<file path="config.mk">
export PLATFORM = sky130hd
export DESIGN_NAME = acc_requant
export DESIGN_NICKNAME = d
export VERILOG_FILES = /design/src/rtl/toy_accel_pkg.sv /design/src/rtl/acc_requant_fifo.sv /design/src/rtl/acc_requant.sv
export SDC_FILE = /design/constraint.sdc
export NUM_CORES = 1
export LEC_CHECK = 0
export ABC_CLOCK_PERIOD_IN_PS = 13200
export CORE_UTILIZATION = 50
export CTS_CLUSTER_SIZE = 8
export DETAILED_ROUTE_END_ITERATION = 10
export HOLD_SLACK_MARGIN = 0.1
export PLACE_DENSITY = 0.72
export REMOVE_ABC_BUFFERS = 1
export SYNTH_ARGS = -nofsm -noshare
export SYNTH_HDL_FRONTEND = slang
export SYNTH_SLANG_ARGS = --single-unit
</file>
<file path="constraint.sdc">
create_clock -name clk -period 13.2 [get_ports clk]
set_clock_uncertainty 0.1 [all_clocks]
set_input_delay 2.64 -clock clk [delete_from_list [all_inputs] [get_ports clk]]
set_output_delay 2.64 -clock clk [all_outputs]
set_load 0.05 [all_outputs]
</file>
<file path="src/rtl/toy_accel_pkg.sv">
// Shared types for the toy accelerator datapath: accumulator/int8 types,
// requantization config struct and the output clamp helper.
`timescale 1ns/1ps
package toy_accel_pkg;

    localparam int ACC_W   = 32;
    localparam int OUT_W   = 8;
    localparam int SHIFT_W = 5;
    localparam int Z_W     = ACC_W + 2;

    typedef logic signed [ACC_W-1:0] acc_t;
    typedef logic signed [OUT_W-1:0] q8_t;
    typedef logic signed [Z_W-1:0]   wide_t;

    typedef struct packed {
        logic [SHIFT_W-1:0] shift;
        q8_t                zero_point;
    } requant_cfg_t;

    typedef struct packed {
        q8_t  q;
        logic sat;
    } qres_t;

    localparam wide_t Q_MAX = {{(Z_W-OUT_W+1){1'b0}}, {(OUT_W-1){1'b1}}};
    localparam wide_t Q_MIN = {{(Z_W-OUT_W+1){1'b1}}, {(OUT_W-1){1'b0}}};
    localparam logic [SHIFT_W-1:0] SHIFT_ONE = {{(SHIFT_W-1){1'b0}}, 1'b1};

    // Clamp z into [lo, Q_MAX]; lo_sat selects whether clipping at lo counts as saturation.
    function automatic qres_t sat_clip(input wide_t z, input wide_t lo, input logic lo_sat);
        qres_t res;
        if (z > Q_MAX) begin
            res.q   = Q_MAX[OUT_W-1:0];
            res.sat = 1'b1;
        end else if (z < lo) begin
            res.q   = lo[OUT_W-1:0];
            res.sat = lo_sat;
        end else begin
            res.q   = z[OUT_W-1:0];
            res.sat = 1'b0;
        end
        return res;
    endfunction

endpackage

</file>
<file path="src/rtl/acc_requant_fifo.sv">
// Show-ahead synchronous FIFO with occupancy count; a push on full is
// accepted only when a pop frees a slot on the same edge.
`timescale 1ns/1ps
module acc_requant_fifo #(
    parameter int WIDTH = 9,
    parameter int DEPTH = 4
) (
    input  logic                     clk,
    input  logic                     rst_n,
    input  logic                     wr_en,
    input  logic [WIDTH-1:0]         wr_data,
    input  logic                     rd_en,
    output logic [WIDTH-1:0]         rd_data,
    output logic                     valid,
    output logic                     full,
    output logic [$clog2(DEPTH):0]   level
);

    localparam int PTR_W = $clog2(DEPTH);
    localparam int LVL_W = PTR_W + 1;
    localparam logic [LVL_W-1:0] LVL_FULL = LVL_W'(DEPTH);
    localparam logic [LVL_W-1:0] LVL_ONE  = LVL_W'(1'b1);
    localparam logic [PTR_W-1:0] PTR_ONE  = PTR_W'(1'b1);

    logic [WIDTH-1:0] mem_r [DEPTH];
    logic [PTR_W-1:0] wr_ptr_r;
    logic [PTR_W-1:0] rd_ptr_r;
    logic [LVL_W-1:0] level_r;
    logic             valid_r;
    logic             full_s;
    logic             push_s;
    logic             pop_s;
    logic [LVL_W-1:0] level_nxt_s;

    // Push/pop qualification and next occupancy.
    always_comb begin
        full_s = (level_r == LVL_FULL);
        pop_s  = rd_en && valid_r;
        push_s = wr_en && (!full_s || pop_s);
        if (push_s && !pop_s) begin
            level_nxt_s = level_r + LVL_ONE;
        end else if (pop_s && !push_s) begin
            level_nxt_s = level_r - LVL_ONE;
        end else begin
            level_nxt_s = level_r;
        end
    end

    // Storage, pointers and occupancy; pointers wrap naturally at a power-of-two depth.
    always_ff @(posedge clk or negedge rst_n) begin
        if (!rst_n) begin
            for (int i = 0; i < DEPTH; i++) begin
                mem_r[i] <= {WIDTH{1'b0}};
            end
            wr_ptr_r <= {PTR_W{1'b0}};
            rd_ptr_r <= {PTR_W{1'b0}};
            level_r  <= {LVL_W{1'b0}};
            valid_r  <= 1'b0;
        end else begin
            if (push_s) begin
                mem_r[wr_ptr_r] <= wr_data;
                wr_ptr_r        <= wr_ptr_r + PTR_ONE;
            end
            if (pop_s) begin
                rd_ptr_r <= rd_ptr_r + PTR_ONE;
            end
            level_r <= level_nxt_s;
            valid_r <= (level_nxt_s != {LVL_W{1'b0}});
        end
    end

    assign rd_data = mem_r[rd_ptr_r];
    assign valid   = valid_r;
    assign full    = full_s;
    assign level   = level_r;

endmodule

</file>
<file path="src/rtl/acc_requant.sv">
// Requantizes 32-bit accumulators to int8 (round, zero-point, clamp) into an output FIFO.
// Define ACC_REQUANT_RELU_EN to raise the lower clamp bound to the zero point (fused ReLU).
`timescale 1ns/1ps
module acc_requant
    import toy_accel_pkg::*;
#(
    parameter int FIFO_DEPTH = 4
) (
    input  logic                          clk,
    input  logic                          rst_n,
    input  logic                          in_valid,
    input  logic signed [ACC_W-1:0]       in_data,
    input  logic        [SHIFT_W-1:0]     cfg_shift,
    input  logic signed [OUT_W-1:0]       cfg_zero_point,
    output logic                          out_valid,
    input  logic                          out_ready,
    output logic signed [OUT_W-1:0]       out_data,
    output logic                          out_sat,
    output logic [$clog2(FIFO_DEPTH):0]   fill_level,
    output logic                          overflow
);

    localparam logic signed [ACC_W:0] ONE_W = {{ACC_W{1'b0}}, 1'b1};

    logic                    s1_valid_r;
    acc_t                    s1_x_r;
    requant_cfg_t            s1_cfg_r;
    logic signed [ACC_W:0]   x_ext_s;
    logic signed [ACC_W:0]   round_s;
    logic signed [ACC_W:0]   r_s;

    logic                    s2_valid_r;
    logic signed [ACC_W:0]   s2_r_r;
    q8_t                     s2_zp_r;
    wide_t                   z_s;
    wide_t                   lo_s;
    logic                    lo_sat_s;
    qres_t                   res_s;

    logic [OUT_W:0]          head_s;
    logic                    fifo_full_s;
    logic                    ovf_r;

    // Stage 1 capture of the accumulator beat and its config.
    always_ff @(posedge clk or negedge rst_n) begin
        if (!rst_n) begin
            s1_valid_r <= 1'b0;
            s1_x_r     <= {ACC_W{1'b0}};
            s1_cfg_r   <= {(SHIFT_W+OUT_W){1'b0}};
        end else begin
            s1_valid_r <= in_valid;
            s1_x_r     <= in_data;
            s1_cfg_r   <= '{shift: cfg_shift, zero_point: cfg_zero_point};
        end
    end

    // Rounding right shift, one bit wider so adding the half-LSB never wraps.
    always_comb begin
        x_ext_s = {s1_x_r[ACC_W-1], s1_x_r};
        if (s1_cfg_r.shift == {SHIFT_W{1'b0}}) begin
            round_s = x_ext_s;
        end else begin
            round_s = x_ext_s + (ONE_W <<< (s1_cfg_r.shift - SHIFT_ONE));
        end
        r_s = round_s >>> s1_cfg_r.shift;
    end

    // Stage 2 capture of the shifted value and the zero point that travelled with it.
    always_ff @(posedge clk or negedge rst_n) begin
        if (!rst_n) begin
            s2_valid_r <= 1'b0;
            s2_r_r     <= {(ACC_W+1){1'b0}};
            s2_zp_r    <= {OUT_W{1'b0}};
        end else begin
            s2_valid_r <= s1_valid_r;
            s2_r_r     <= r_s;
            s2_zp_r    <= s1_cfg_r.zero_point;
        end
    end

    // Zero-point add and clamp; the ReLU bound clips without flagging saturation.
    always_comb begin
        z_s = {s2_r_r[ACC_W], s2_r_r} + {{(Z_W-OUT_W){s2_zp_r[OUT_W-1]}}, s2_zp_r};
`ifdef ACC_REQUANT_RELU_EN
        lo_s     = {{(Z_W-OUT_W){s2_zp_r[OUT_W-1]}}, s2_zp_r};
        lo_sat_s = 1'b0;
`else
        lo_s     = Q_MIN;
        lo_sat_s = 1'b1;
`endif
        res_s = sat_clip(z_s, lo_s, lo_sat_s);
    end

    acc_requant_fifo #(
        .WIDTH (OUT_W + 1),
        .DEPTH (FIFO_DEPTH)
    ) u_fifo (
        .clk     (clk),
        .rst_n   (rst_n),
        .wr_en   (s2_valid_r),
        .wr_data (res_s),
        .rd_en   (out_ready),
        .rd_data (head_s),
        .valid   (out_valid),
        .full    (fifo_full_s),
        .level   (fill_level)
    );

    // Sticky drop flag: a result arrived on a full FIFO with no pop to make room.
    always_ff @(posedge clk or negedge rst_n) begin
        if (!rst_n) begin
            ovf_r <= 1'b0;
        end else begin
            ovf_r <= ovf_r | (s2_valid_r & fifo_full_s & ~(out_valid & out_ready));
        end
    end

    assign out_data = head_s[OUT_W:1];
    assign out_sat  = head_s[0];
    assign overflow = ovf_r;

endmodule

</file>
* Word level (Yosys, flattened, before mapping)
Cells that the tools add are included.
** Storage, ports and cells
- Logic and storage cells :: 60
- Output and inout bits :: 14
- Input port bits :: 49
- Bits in registers :: 133
** Cells by class
- $add $sub $neg :: 7
- Reduce and logical (&&, ||, !) cells :: 11
- Multiplexer cells :: 11
- Bitwise gates (word level) :: 7
- Shifts and indexed selects :: 2
- $lt $le $gt $ge :: 5
- Eq/ne operators :: 1
** Operators with widths (count)
- $mux W9 :: 5
- $bwmux W36 :: 1
- $add A33 B8 Y34 :: 1
- $gt A34 B8 Y1 const B :: 1
- $lt A34 B8 Y1 const B :: 1
- $add A32 B33 Y33 :: 1
- $mux W33 :: 1
- $sshl A2 B5 Y33 const A :: 1
- $sshr A33 B5 Y33 :: 1
- $bmux W9 S2 :: 1
- $demux W9 S2 :: 1
- $ge A3 B3 Y1 const B :: 2
- $mux W3 :: 2
- $not A2 Y3 :: 2
- $logic_and A1 B1 Y1 :: 5
- $logic_not A5 Y1 :: 1
- $sub A5 B1 Y5 const B :: 1
- $add A2 B1 Y2 const B :: 2
- $add A3 B1 Y3 const B :: 1
- $and A1 B1 Y1 :: 3
- $eq A3 B3 Y1 const B :: 1
- $logic_not A1 Y1 :: 3
- $lt A3 B1 Y1 const B :: 1
- $reduce_bool A3 Y1 :: 1
- 4 further kinds :: 4

* Longest topological paths before layout
Gate-level depths: netlist of run 1.
- Depth in word-level cells :: 9
- Mapped depth :: 20
- Depth with buffers taken out :: 16

* Cells and area by module
A second synthesis of run 1 with hierarchy kept.
** Unflattened totals
- Cells, all modules :: 1406
- Area, all modules :: 11720.0 sq um
** By module, submodules not included
- acc_requant :: area an instance 9690.5 sq um, seq. area each 2227.1 sq um, cells each 1275, instances 1
- acc_requant_fifo :: area an instance 2029.4 sq um, seq. area each 1101.1 sq um, cells each 131, instances 1

* Least setup slack after synthesis of run 1
Ideal clock, no wire load.
- Kind :: reg-to-reg
- From :: reg s1_cfg_r[10] (netlist bit)
- To :: reg s2_r_r[6]
- Slack :: 8.499 ns
- Path buffers :: 4
- Clock period less this slack :: 4.701 ns
- Library setup time :: 0.138 ns
- Arrival :: 4.463 ns
- Stages on the path, launching flop included :: 18
- Data required time :: 12.962 ns
- Path through :: dfrtp_1 -> clkbuf_1 -> clkbuf_1 -> clkbuf_1 -> clkbuf_1 -> nand3_1 -> nor2_1 -> ha_1 -> and3_4 -> a221oi_4 -> nor3_2 -> o21ai_2 -> a21oi_2 -> or3_4 -> a21oi_2 -> nor2_1 -> mux4_2 -> mux4_2
** Between the ends
- Cells in the longest elaborated chain, start to end :: 5
- Elaborated cells on any way between the ends :: 6
- Those cells by class :: 2 x add/sub; 2 x shift; 1 x mux; 1 x reduce/logical
** Ends and longest elaborated chain
- start: declaration :: line acc_requant.sv:27 : requant_cfg_t s1_cfg_r;
- start signal: assignment :: line acc_requant.sv:49 : s1_cfg_r <= {(SHIFT_W+OUT_W){1'b0}};
- start signal: assignment :: line acc_requant.sv:53 : s1_cfg_r <= '{shift: cfg_shift, zero_point: cfg_zero_point};
- $sub A5 B1 Y5 :: line acc_requant.sv:63 : round_s = x_ext_s + (ONE_W <<< (s1_cfg_r.shift - SHIFT_ONE));
- $sshl A2 B5 Y33 :: line acc_requant.sv:63
- $add A32 B33 Y33 :: line acc_requant.sv:63
- $mux W33 :: line acc_requant.sv:60 : if (s1_cfg_r.shift == {SHIFT_W{1'b0}}) begin
- $sshr A33 B5 Y33 (*) :: line acc_requant.sv:65 : r_s = round_s >>> s1_cfg_r.shift;
- net r_s[6] :: line acc_requant.sv:30 : logic signed [ACC_W:0] r_s;
- end signal: assignment :: line acc_requant.sv:72 : s2_r_r <= {(ACC_W+1){1'b0}};
- end signal: assignment :: line acc_requant.sv:76 : s2_r_r <= r_s;
- end: declaration :: line acc_requant.sv:33 : logic signed [ACC_W:0] s2_r_r;
Mark *: on every way through the listed nets, which the timed path passes. The rest lies on a longest branch.
A chain may end at the register's enable or synchronous reset.

* Worst setup path in the final report of run 1
- From :: reg s1_cfg_r[8] (netlist bit)
- To :: reg s2_r_r[2]
Same word-level chain as after synthesis.

==> results.json, run 1 <==
{
  "routed_via_density": 6.61,
  "clkSinkCount": 133,
  "grt-ovfl-total": 0,
  "grt_pass1_wl_um": 58200,
  "rsz0062_at_grt": "false",
  "end_kind": "flip-flop",
  "status": "finished, final reports clean",
  "cts_max_path_buffers": 2,
  "required_ps": 13380,
  "post-cts-setup-buffers": 0,
  "crit_type": "flip-flop to flip-flop",
  "grtUsageTotal_pct": 31.1,
  "holdBufCountCts": 0,
  "syn_to_final_growth_pct": 11.2,
  "grt_max_degree": 70,
  "grt_pass1_vias": 10900,
  "hold_start": "s1_valid_r",
  "placementRows": 55,
  "synthTopCellsByArea": "dfrtp_1 29%, ha_1 7.8%, nor2_1 5.5%",
  "synth_top_area_share_pct": 28.8,
  "start_kind": "flip-flop",
  "r2r-start": "s1_cfg_r[8]",
  "yosys.area.top_type": "dfrtp_1",
  "p_per_area_nw_per_um2": 143,
  "p_leak_nw": 5.33,
  "synth_edf_count": 0,
  "ys_warn_count": 0,
  "path_cells": "buf_4 > inv_2 > nor2_1 > nand2_1 > nor2_1 > ha_1 > a21o_1 > a221oi_4 > nor3_2 > o21ai_2 > a2111oi_0 > nor3_1 > xor2_1 > inv_1 > o221a_2 > o221ai_1 > o221ai_1",
  "cp.arrival_ps": 6030,
  "yosysMostFrequentCell": "nor2_1",
  "ys_types": 85,
  "die_w_um": 154,
  "start_util_pct": 51.0,
  "synth_area_um2": 11600,
  "drt-initial-drc-count": 944,
  "utilization_pct": 56.8,
  "final_antenna_net_count": 0,
  "pre_cts_ws_ps": 7570,
  "antennaDiodeCount": 0,
  "cts_root_buf": "clkbuf_16",
  "worst-path-buf-inv": 3,
  "die_y_um": 154,
  "clock.fmax_ghz": 0.171,
  "cts_buffers": 17,
  "num_io_pins": 63,
  "setup_viol": 0,
  "post-route-period-util_pct": 44.3,
  "critical_path.slowest_cell": "xor2_1",
  "hold_viol_final": 0,
  "cts_tree": "done",
  "synth.avg_cell_area_um2": 8.20,
  "drive_gt1_share_pct": 7.20,
  "cp_slowest_stage_delay_ps": 570,
  "io_buffers": 62,
  "cts.clk_slew.worst_paths_ps": 70,
  "ys_seq_area_share_pct": 28.8,
  "maxCapViolations": 0,
  "finalMaxSlewViolations": 0,
  "h-tree-depth": 4,
  "num_vias": 11300,
  "crit_start": "s1_cfg_r[8]",
  "hold_class": "flip-flop to flip-flop",
  "wire_per_inst_um": 21.0,
  "setup_ws_ps": 7350,
  "tightest_slew_ps": 994,
  "post_cts_resized": 0,
  "gp_congestion": 0.988,
  "synth.ff_latch_count": 133,
  "first_pass_iters": 6,
  "vdd_drop_max_mv": 0.128,
  "setup_tns_ps": 0,
  "hpwlAfterDp_um": 26900,
  "synthFlopType": "dfrtp_1",
  "netlist_instances": 1409,
  "die_area_um2": 23700,
  "synth_common_cells": "170 x nor2_1, 142 x nand2_1, 133 x dfrtp_1",
  "fp.coreArea_um2": 22600,
  "post-route-drc-count": 0,
  "clkLatencyLatePin_ps": 430,
  "hold_ws_ps": 249,
  "finalNetCount": 1541,
  "path_max_fanout": 44,
  "synthArstFlopShare_pct": 100,
  "crit_family": "compound AO/OA/AOI/OAI gates",
  "slew_headroom_pct": 33.7,
  "routed_wl_um": 36100,
  "min_period_ps": 5850,
  "antenna_found_initial": 0
}
cells by family after synthesis:
| logic type | Yosys count | share of synthesized area (%) |
|---|---|---|
| flops | 133 | 28.8 |
| simple gates | 521 | 21.3 |
| fa+ha+maj | 74 | 8.14 |
| compound gates | 478 | 28.8 |
| xor+xnor | 40 | 3.03 |
| buf+inv | 122 | 4.09 |
| mux | 41 | 5.80 |
worst paths after layout:
check | endpoint | slack, ps | cells past startpoint
max | s2_r_r[2] | 7350 | 17
min reg2reg | s2_valid_r | 250 | 0
max reg2reg | s2_r_r[2] | 7350 | 17
min in group asynchronous | s2_zp_r[6] | 2090 | 1
max in group asynchronous | s1_cfg_r[0] | 9530 | 2
min | s2_valid_r | 250 | 0
registers in the layout (all words and copies together) (netlist names), 2 cells and up:
name,count
u_fifo.level,3
u_fifo.rd_ptr_r,2
s1_cfg_r,13
s2_zp_r,8
u_fifo.wr_ptr_r,2
s2_r_r,33
s1_x_r,32
u_fifo.mem_r,36
worst register-to-register path: cells and delay by family (launching register included):
family / cells / cell delay (ps)
compound gates: 7 / 1890
simple gates: 5 / 1270
xor+xnor: 1 / 570
buf+inv: 3 / 1220
fa+ha+maj: 1 / 310
flops: 1 / 320
cells in the final DEF (no fill, tap or decap), drive strengths merged, types with 9 or more instances in the layout:
| cell | synthesis | layout |
|---|---|---|
| nor2 | 172 | 172 |
| nand2 | 142 | 142 |
| dfrtp | 133 | 133 |
| a21oi | 95 | 95 |
| o21ai | 85 | 85 |
| ha | 72 | 72 |
| clkdlybuf4s50 | 0 | 61 |
| inv | 39 | 49 |
| nand3 | 37 | 37 |
| a31oi | 37 | 37 |
| a211oi | 36 | 36 |
| nor3 | 34 | 34 |
| a21o | 32 | 32 |
| nand4 | 30 | 30 |
| xnor2 | 26 | 26 |
| o211ai | 22 | 22 |
| and2 | 21 | 21 |
| mux4 | 20 | 20 |
| or3 | 18 | 18 |
| clkbuf | 56 | 18 |
| o31ai | 17 | 17 |
| nor4 | 17 | 17 |
| o21a | 15 | 15 |
| xor2 | 14 | 14 |
| mux2i | 13 | 13 |
| a41oi | 13 | 13 |
| o221ai | 12 | 12 |
| nand2b | 12 | 12 |
| and3 | 12 | 12 |
| a221oi | 12 | 12 |
| a311oi | 10 | 10 |
| buf | 25 | 10 |
| a21boi | 10 | 10 |
| o22ai | 9 | 9 |
layout make-up:
class / count / area [µm²]
inverter: 41 / 154
timing repair buffer: 71 / 689
clock buffer: 18 / 439
sequential: 133 / 3330
fill: 2036 / 9790
clock inverter: 14 / 130
multi-input combinational: 1154 / 7760
tap: 285 / 357
report_power, final:
group / leakage (nW) / total, W / internal [W] / switching (W)
registers: 1.52 / 0.000563 / 0.000495 / 0.0000679
clock network: 0.277 / 0.000463 / 0.000254 / 0.000209
logic: 3.53 / 0.000808 / 0.000312 / 0.000496
total: 5.33 / 0.00183 / 0.00106 / 0.000773
stage by stage:
stage | instances | total power (W) | area [µm²]
detailed placement | 1684 | 0.00137 | 12300
CTS | 1716 | 0.00183 | 12900
floorplan | 1328 | 0.00113 | 11200
finish | 1716 | 0.00183 | 12900
global placement | 1684 | 0.00135 | 12300
global route | 1716 | 0.00194 | 12900
layer usage:
metal  vias up  global-route usage [%]  wire length, µm
li1       5358                       -                -
met3        96                    4.96             2410
met4         0                    14.3             1440
met1      5366                    40.3            15100
met5         -                       0                0
met2       527                    50.8            17100
No activity file was read; power rests on OpenSTA's default activity.
==> run 2: changes to the inputs <==
--- a/config.mk
+++ b/config.mk
@@ -5,12 +5,12 @@
 export SDC_FILE = /design/constraint.sdc
 export NUM_CORES = 1
 export LEC_CHECK = 0
-export ABC_CLOCK_PERIOD_IN_PS = 13200
+export ABC_CLOCK_PERIOD_IN_PS = 5000
 export CORE_UTILIZATION = 50
 export CTS_CLUSTER_SIZE = 8
 export DETAILED_ROUTE_END_ITERATION = 10
 export HOLD_SLACK_MARGIN = 0.1
-export PLACE_DENSITY = 0.72
+export PLACE_DENSITY = 0.75
 export REMOVE_ABC_BUFFERS = 1
 export SYNTH_ARGS = -nofsm -noshare
 export SYNTH_HDL_FRONTEND = slang
==> constraint.sdc (replaced) <==
create_clock -name clk -period 5 [get_ports clk]
set_clock_uncertainty 0.1 [all_clocks]
set_input_delay 1 -clock clk [delete_from_list [all_inputs] [get_ports clk]]
set_output_delay 1 -clock clk [all_outputs]
set_load 0.05 [all_outputs]
==> results.json, run 2 (same netlist as run 1, synthesis figures left out) <==
{
  "status": "finished, final reports clean",
  "reg2reg_slack_ps": 80,
  "fp.coreArea_um2": 22600,
  "required_ps": 5220,
  "die_y_um": 154,
  "post-route-period-util_pct": 98.4,
  "cts_buffers": 17,
  "setup_tns_ps": 0,
  "holdBufCountCts": 0,
  "post-cts-setup-buffers": 0,
  "final_antenna_net_count": 0,
  "routed_wl_um": 36900,
  "pre_cts_ws_ps": 274,
  "grt_pass1_wl_um": 58600,
  "start_kind": "flip-flop",
  "path_max_fanout": 12,
  "die_w_um": 154,
  "drive_gt1_share_pct": 10.4,
  "hpwlAfterDp_um": 27800,
  "final_common_cell": "nor2_1",
  "placementRows": 55,
  "top_register": "u_fifo.mem_r",
  "h-tree-depth": 4,
  "antennaDiodeCount": 0,
  "num_vias": 11800,
  "routed_via_density": 6.69,
  "post-route-drc-count": 0,
  "antenna_found_initial": 0,
  "p_leak_nw": 5.59,
  "grtUsageTotal_pct": 31.2,
  "gp_congestion": 0.962,
  "die_area_um2": 23700,
  "cts_tree": "done",
  "grt_max_degree": 102,
  "rsz0062_at_grt": "true",
  "hold_ws_ps": 248,
  "layout_common_cells": "170 x nor2_1, 140 x nand2_1, 133 x dfrtp_1",
  "vdd_drop_max_mv": 0.310,
  "clkSinkCount": 133,
  "end_kind": "flip-flop",
  "reg_top3": "u_fifo.mem_r (36), s2_r_r (33), s1_x_r (32)",
  "largest_register_ffs": 36,
  "tightest_slew_ps": 941,
  "p_per_area_nw_per_um2": 377,
  "cts_max_path_buffers": 2,
  "clock.fmax_ghz": 0.203,
  "wire_per_inst_um": 20.9,
  "drt-initial-drc-count": 1006,
  "setup_ws_ps": 81.6,
  "finalNetCount": 1590,
  "io_buffers": 62,
  "setup_viol": 0,
  "slew_headroom_pct": 37.3,
  "cts.clk_slew.worst_paths_ps": 60,
  "maxCapViolations": 0,
  "start_util_pct": 51.0,
  "cts_root_buf": "clkbuf_16",
  "num_io_pins": 63,
  "grt_pass1_vias": 11200,
  "hold_class": "flip-flop to flip-flop",
  "clkLatencyLatePin_ps": 440,
  "first_pass_iters": 8,
  "min_period_ps": 4920,
  "finalMaxSlewViolations": 0,
  "grt-ovfl-total": 0,
  "crit_type": "flip-flop to flip-flop",
  "hold_viol_final": 0,
  "cp.arrival_ps": 5130,
  "syn_to_final_growth_pct": 14.8
}
## run 2: cell types whose count changed in the layout (fill, tap and decap cells not counted), sizes merged
cell	delta
bufinv	+2
buf	+49
clkinv	+1
clkbuf	-1
clkinvlp	-2
## run 2: through the flow
stage | power, W | cells | area [µm²] | util, %
2_1_floorplan | 0.00299 | 1328 | 11200 | -
3_3_place_gp | 0.00359 | 1733 | 12700 | 55.9
3_5_place_dp | 0.00363 | 1733 | 12700 | 55.9
4_1_cts | 0.00498 | 1765 | 13300 | 58.6
5_1_grt | 0.00526 | 1765 | 13300 | 58.6
6_report | 0.00500 | 1765 | 13300 | 58.6
## run 2: worst max-delay path, stage by stage (launching register included)
cell and delay [ps]:
dfrtp_1 430, buf_4 170, nor2_1 230, nand2_1 320
nor2_1 190, ha_1 390, a21o_1 230, o21ba_4 260
nor2_1 70, a311oi_2 530, o221a_4 270, mux2i_1 340
a2bb2oi_1 530, and2_1 210, a211oi_1 60, buf_4 180
a211oi_1 290
## run 2: timing repair
action / in CTS / in global routing
resized for setup: 0 / 2
hold endpoints to repair: 0 / 0
endpoints found under the setup margin: 0 / 5
## run 2: path summary, 6_finish.rpt
check	from	to	cells after the start
max	s1_cfg_r[10]	s2_r_r[5]	16
min	s1_cfg_r[1]	s2_zp_r[1]	0
max reg2reg	s1_cfg_r[10]	s2_r_r[5]	16
min reg2reg	s1_cfg_r[1]	s2_zp_r[1]	0
max in group asynchronous	rst_n	u_fifo.level[0]	2
min in group asynchronous	rst_n	s2_r_r[9]	1
## run 2: routing by layer
metal  up-vias  global-route usage [%]  part of all wire (%)
met5         -                       0                     0
met4         0                    15.4                   4.6
li1       5460                       -                     -
met1      5572                    39.2                    40
met3       117                    4.82                   7.3
met2       652                    52.3                    48
## run 2: cell type report
cell class                 count  area (µm²)
timing repair buffer         120        1060
sequential                   133        3330
fill                        1980        9380
tap                          285         357
clock buffer                  17         425
clock inverter                15         183
multi-input combinational   1154        7760
inverter                      41         154
## run 2: power breakdown
| group | internal [W] | leakage, nW | switching, W |
|---|---|---|---|
| Clock | 0.000760 | 0.303 | 0.000577 |
| Sequential | 0.00131 | 1.52 | 0.000181 |
| Combinational | 0.000852 | 3.77 | 0.00132 |
| Total | 0.00292 | 5.59 | 0.00208 |
==> run 3: changes to the inputs <==
--- a/config.mk
+++ b/config.mk
@@ -9,9 +9,11 @@
 export CORE_UTILIZATION = 50
 export CTS_CLUSTER_SIZE = 8
 export DETAILED_ROUTE_END_ITERATION = 10
+export GPL_TIMING_DRIVEN = 0
 export HOLD_SLACK_MARGIN = 0.1
 export PLACE_DENSITY = 0.75
 export REMOVE_ABC_BUFFERS = 1
 export SYNTH_ARGS = -nofsm -noshare
 export SYNTH_HDL_FRONTEND = slang
+export SYNTH_HIERARCHICAL = 1
 export SYNTH_SLANG_ARGS = --single-unit
==> results.json, run 3 <==
{
  "top_register": "u_fifo/mem_r",
  "cts_tree": "done",
  "setup_ws_ps": 85.5,
  "p_per_area_nw_per_um2": 349,
  "setup_viol": 0,
  "start_kind": "flip-flop",
  "holdBufCountCts": 0,
  "routed_wl_um": 36700,
  "placementRows": 55,
  "synth_area_um2": 11700,
  "min_period_ps": 4910,
  "crit_top_cell": "nor2_1",
  "clkLatencyLatePin_ps": 430,
  "vdd_drop_max_mv": 0.309,
  "final_common_cell": "nand2_1",
  "gr-usage-met1_pct": 39.7,
  "maxCapViolations": 0,
  "stdcell_count": 1762,
  "synthTopCellsByArea": "dfrtp_1 28%, ha_1 7.7%, nand2_1 4.9%",
  "grt_max_degree": 72,
  "path_cells": "clkinv_4 > nand2_2 > nor2_1 > ha_1 > nand4_1 > o22a_1 > nor2_2 > o31a_1 > nor2_1 > xnor2_1 > o32ai_1 > mux4_2 > mux2_2 > a21oi_1",
  "p_leak_nw": 5.41,
  "die_y_um": 155,
  "worst-path-buf-inv": 1,
  "cp_slowest_stage_delay_ps": 640,
  "use_met2_pct": 49.8,
  "post-route-drc-count": 0,
  "gp_congestion": 0.977,
  "yosysMostFrequentCell": "nand2_1",
  "busiest_layer": "met2",
  "wire_per_inst_um": 20.8,
  "yosys.area.top_type": "dfrtp_1",
  "clock.fmax_ghz": 0.203,
  "synth_top_area_share_pct": 28.4,
  "routed_via_density": 6.76,
  "pre_cts_ws_ps": -2810,
  "status": "finished, final reports clean",
  "num_io_pins": 63,
  "reg_top3": "u_fifo/mem_r (36), s2_r_r (33), s1_x_r (32)",
  "hold_ws_ps": 245,
  "tightest_slew_ps": 888,
  "drive_gt1_share_pct": 14.2,
  "fp.coreArea_um2": 22800,
  "synth.ff_latch_count": 133,
  "hold_viol_final": 0,
  "slew_headroom_pct": 40.0,
  "fillers": 2048,
  "hold_class": "flip-flop to flip-flop",
  "dp_cells": 1704,
  "ys_seq_area_share_pct": 28.4,
  "grtUsageTotal_pct": 30.5,
  "synthArstFlopShare_pct": 100,
  "finalNetCount": 1559,
  "synth.avg_cell_area_um2": 8.34,
  "cts_root_buf": "clkbuf_16",
  "clkSinkCount": 133,
  "cts_max_path_buffers": 2,
  "num_vias": 11900,
  "grt_pass1_vias": 11000,
  "grt_pass1_wl_um": 57900,
  "start_util_pct": 51.3,
  "utilization_pct": 59.9,
  "synth_edf_count": 0,
  "synth_common_cells": "152 x nand2_1, 133 x dfrtp_1, 133 x nor2_1",
  "largest_register_ffs": 36,
  "grt-ovfl-total": 0,
  "ys_warn_count": 6,
  "syn_to_final_growth_pct": 16.7,
  "hpwlAfterDp_um": 26100,
  "h-tree-depth": 4,
  "layout_common_cells": "147 x nand2_1, 127 x nor2_1, 127 x dfrtp_1",
  "die_w_um": 155,
  "antennaDiodeCount": 0,
  "grt_use_met3_pct": 4.12,
  "required_ps": 5240,
  "finalMaxSlewViolations": 0,
  "synthFlopType": "dfrtp_1",
  "critical_path.slowest_cell": "dfrtp_4",
  "antenna_found_initial": 0,
  "io_buffers": 62,
  "crit_family": "simple AND/OR/NAND/NOR gates",
  "netlist_instances": 1406,
  "reg2reg_slack_ps": 90,
  "die_area_um2": 24100,
  "first_pass_iters": 6,
  "drt-initial-drc-count": 1242,
  "end_kind": "flip-flop",
  "cp.arrival_ps": 5150,
  "ys_types": 90,
  "cts_buffers": 17,
  "path_max_fanout": 26,
  "post-route-period-util_pct": 98.3,
  "cts.clk_slew.worst_paths_ps": 70,
  "crit_type": "flip-flop to flip-flop",
  "final_antenna_net_count": 0
}
## run 3: cell count changes in the layout (fill, tap and decap cells not counted), sizes merged, moves of 10 or more
cell | previous run | this run
o21a | 15 | 34
mux2 | 8 | 40
buf | 59 | 28
a211oi | 36 | 21
nor2 | 172 | 133
a21oi | 95 | 109
a41oi | 13 | 1
nand2 | 142 | 156
inv | 49 | 39
nor3 | 34 | 44
a31oi | 37 | 16
## run 3: where the power goes
part           internal, W  switching [W]  total (W)
combinational     0.000847        0.00117    0.00202
sequential         0.00128       0.000170    0.00145
clock             0.000721       0.000582    0.00130
## run 3: timing repair
item                                   CTS  global route
setup endpoints to repair               65            63
gates resized for setup                 49            31
endpoints found under the hold margin    0             0
gates cloned                             1             0
buffers inserted                         6            19
pin swaps                                2             6
## run 3: cells by family after synthesis
logic type      after synthesis  synth area share (%)
simple gates                498                  20.3
mux                          75                  8.75
xor+xnor                     38                  2.84
buf+inv                     113                  3.80
flops                       133                  28.4
compound gates              475                  27.9
fa+ha+maj                    74                  8.03
## run 3: metrics by stage
stage | TNS, ps | power [W] | instance area (µm²)
2_1_floorplan | -20270 | 0.00285 | 11400
3_3_place_gp | -406900 | 0.00334 | 12400
3_5_place_dp | -94770 | 0.00340 | 12500
4_1_cts | 0 | 0.00473 | 13400
5_1_grt | -9.28 | 0.00500 | 13700
6_report | 0 | 0.00477 | 13700
## run 3: routing by layer
layer | share of wire (%) | up-vias
li1 | - | 5440
met4 | 4.9 | 0
met2 | 47 | 649
met1 | 41 | 5671
met5 | 0 | -
met3 | 7.2 | 143
## run 3: area by class of cell
| cell class | instances | area, µm² | area share (%) |
|---|---|---|---|
| clock buffer | 17 | 425 | 3.11 |
| clock inverter | 15 | 181 | 1.33 |
| inverter | 33 | 155 | 1.13 |
| multi-input combinational | 1160 | 8240 | 60.2 |
| sequential | 133 | 3350 | 24.5 |
| tap | 313 | 392 | 2.86 |
| timing repair buffer | 90 | 931 | 6.81 |
| timing repair inverter | 1 | 5.00 | 0.0366 |
## run 3: worst paths after layout
| path | startpoint | end | cells after the start |
|---|---|---|---|
| worst max-delay path | s1_cfg_r[12] | s2_r_r[19] | 14 |
| worst min-delay path | s1_cfg_r[3] | s2_zp_r[3] | 0 |
| worst max register to register | s1_cfg_r[12] | s2_r_r[19] | 14 |
| worst min register to register | s1_cfg_r[3] | s2_zp_r[3] | 0 |
| max in group asynchronous | rst_n | s2_zp_r[7] | 2 |
| min in group asynchronous | rst_n | u_fifo/mem_r[29] | 1 |
==> variant (flow settings as in run 2) <==
Build with the macro `ACC_REQUANT_RELU_EN` defined.
--- a/src/rtl/acc_requant.sv
+++ b/src/rtl/acc_requant.sv
@@ -2,4 +2,6 @@
 // Define ACC_REQUANT_RELU_EN to raise the lower clamp bound to the zero point (fused ReLU).
 `timescale 1ns/1ps
+`define ACC_REQUANT_RELU_EN
+
 module acc_requant
     import toy_accel_pkg::*;
Behaviour: not the same (a bounded check fails within 4 cycles, from zero or initial values and one cycle with rst_n low).
==> variant against run 2 <==
- sequential cell count stayed put
- sequential power is 3% lower
- synthesized area is 4.2% higher
- worst setup slack better by 0.032 ns
- synthesized cell count is 3.3% higher
- power is 0.44% higher
- core utilization is 2.4 points higher
- routed wire length is 1.5% higher
- final area is 8.3% higher
- first-iteration DRC count is 9.9% higher
- critical path type unchanged
- largest cell class unchanged
- largest power group unchanged
- highest routed layer unchanged
==> variant: results (changes against run 2) <==
[run_status]
outcome=finished, final reports clean  ; unchanged

[pwr]
vdd_drop_max_v=0.000240  ; was 0.000310 V
internal_power_mw=2.95  ; was 2.92 mW
p_leak_nw=5.99  ; was 5.59 nW

[placement]
dp_slack_ns=-0.0693  ; was 0.274 ns
routabilityCongestion=0.990  ; was 0.962
dp_hpwl_mm=28.9  ; was 27.8 mm

[critical_path]
cpMaxStageDelayCell=o211ai_1  ; was a311oi_2
worst-r2r-setup-slack_ns=0.11  ; was 0.08 ns
crit_arrival_ns=5.10  ; was 5.13 ns
worstReg2RegEnd=u_fifo.mem_r[26]$_DFFE_PN0P_  ; was s2_r_r[5]$_DFF_PN0_
reg2reg_depth=18  ; was 16
cpPeakStageDelay_ns=0.43  ; was 0.53 ns
path_max_fanout=4  ; was 12

[grt]
grtUsageTotal=0.308  ; was 0.312
grt_start_max_net_pins=98  ; was 102
grt_pass1_wl_mm=59.8  ; was 58.6 mm

[synthesis]
yosys-top-cells-count=163 x nor2_1, 143 x nand2_1, 133 x dfrtp_1  ; was 170 x nor2_1, 142 x nand2_1, 133 x dfrtp_1
yosys_warnings=0  ; unchanged
ys_seq_area_frac=0.276  ; was 0.288
synth.area.top_cells=dfrtp_1 28%, ha_1 11%, nor2_1 5.1%  ; was dfrtp_1 29%, ha_1 7.8%, nor2_1 5.5%
synth_cell_types=81  ; was 85

[drt]
vias=12100  ; was 11800
wl_per_cell_um=19.7  ; was 20.9 um
first_iter_violations=1106  ; was 1006

[layout]
final_layout_size_suffix_gt1_frac=0.142  ; was 0.104
nFillCells=2062  ; was 1980
final_net_count=1719  ; was 1590

[sta]
slew_headroom=0.412  ; was 0.373
fin_crit_sh=0.977  ; was 0.984

[clock_network]
cts.repair.resized=2  ; was 0

variant: changes by cell type in the layout (fill, tap and decap cells not counted), sizes merged, moves of 8 or more:
cell	run 2	this run
ha	72	104
xnor2	26	37
mux2i	13	26
nor2	172	163
a41oi	13	0
buf	59	115
a21oi	95	115
a211oi	36	28
o31ai	17	5
variant: per-layer routing:
layer  vias up  global-route usage  wire, um
met5         -                   0         0
met4         0               0.147      1800
met3       143              0.0482      2390
met2       541               0.515     17500
met1      5665               0.387     15700
li1       5726                   -         -
variant: kinds of logic after synthesis:
| family | count (synthesis) | share of synthesized area |
|---|---|---|
| DFF | 133 | 0.276 |
| and+or+nand+nor | 498 | 0.191 |
| AOI/OAI and AO/OA | 487 | 0.274 |
| buffers and inverters | 121 | 0.0397 |
| muxes | 57 | 0.0683 |
| xor gates and xnor gates | 53 | 0.0385 |
| adders and majority gates | 106 | 0.111 |
variant: metrics by stage:
step	utilization	hold slack [ns]	instance area (um2)	instances	TNS, ns
CTS	0.602	0.252	14200	1893	0
floorplan	-	0.231	11700	1369	-19.84
global route	0.610	0.256	14400	1896	-0.0651
finish	0.610	0.252	14400	1896	0
global placement	0.576	0.233	13600	1861	0
detailed placement	0.576	0.236	13600	1861	-0.851
variant: area by class of cell:
cell class                      instances  share of cell area
Timing Repair Buffer                  176               0.104
Multi-Input combinational cell       1201               0.585
Sequential cell                       133               0.232
Tap cell                              319              0.0278
Inverter                               35             0.00914
Clock buffer                           17              0.0296
Clock inverter                         15              0.0125
variant: power by group through the flow:
stage	combinational, mW	clock, mW	sequential, mW
floorplan	1.44	0	1.48
detailed placement	2.20	0	1.45
global placement	2.16	0	1.45
CTS	2.22	1.30	1.44
global route	2.50	1.35	1.46
finish	2.29	1.29	1.44
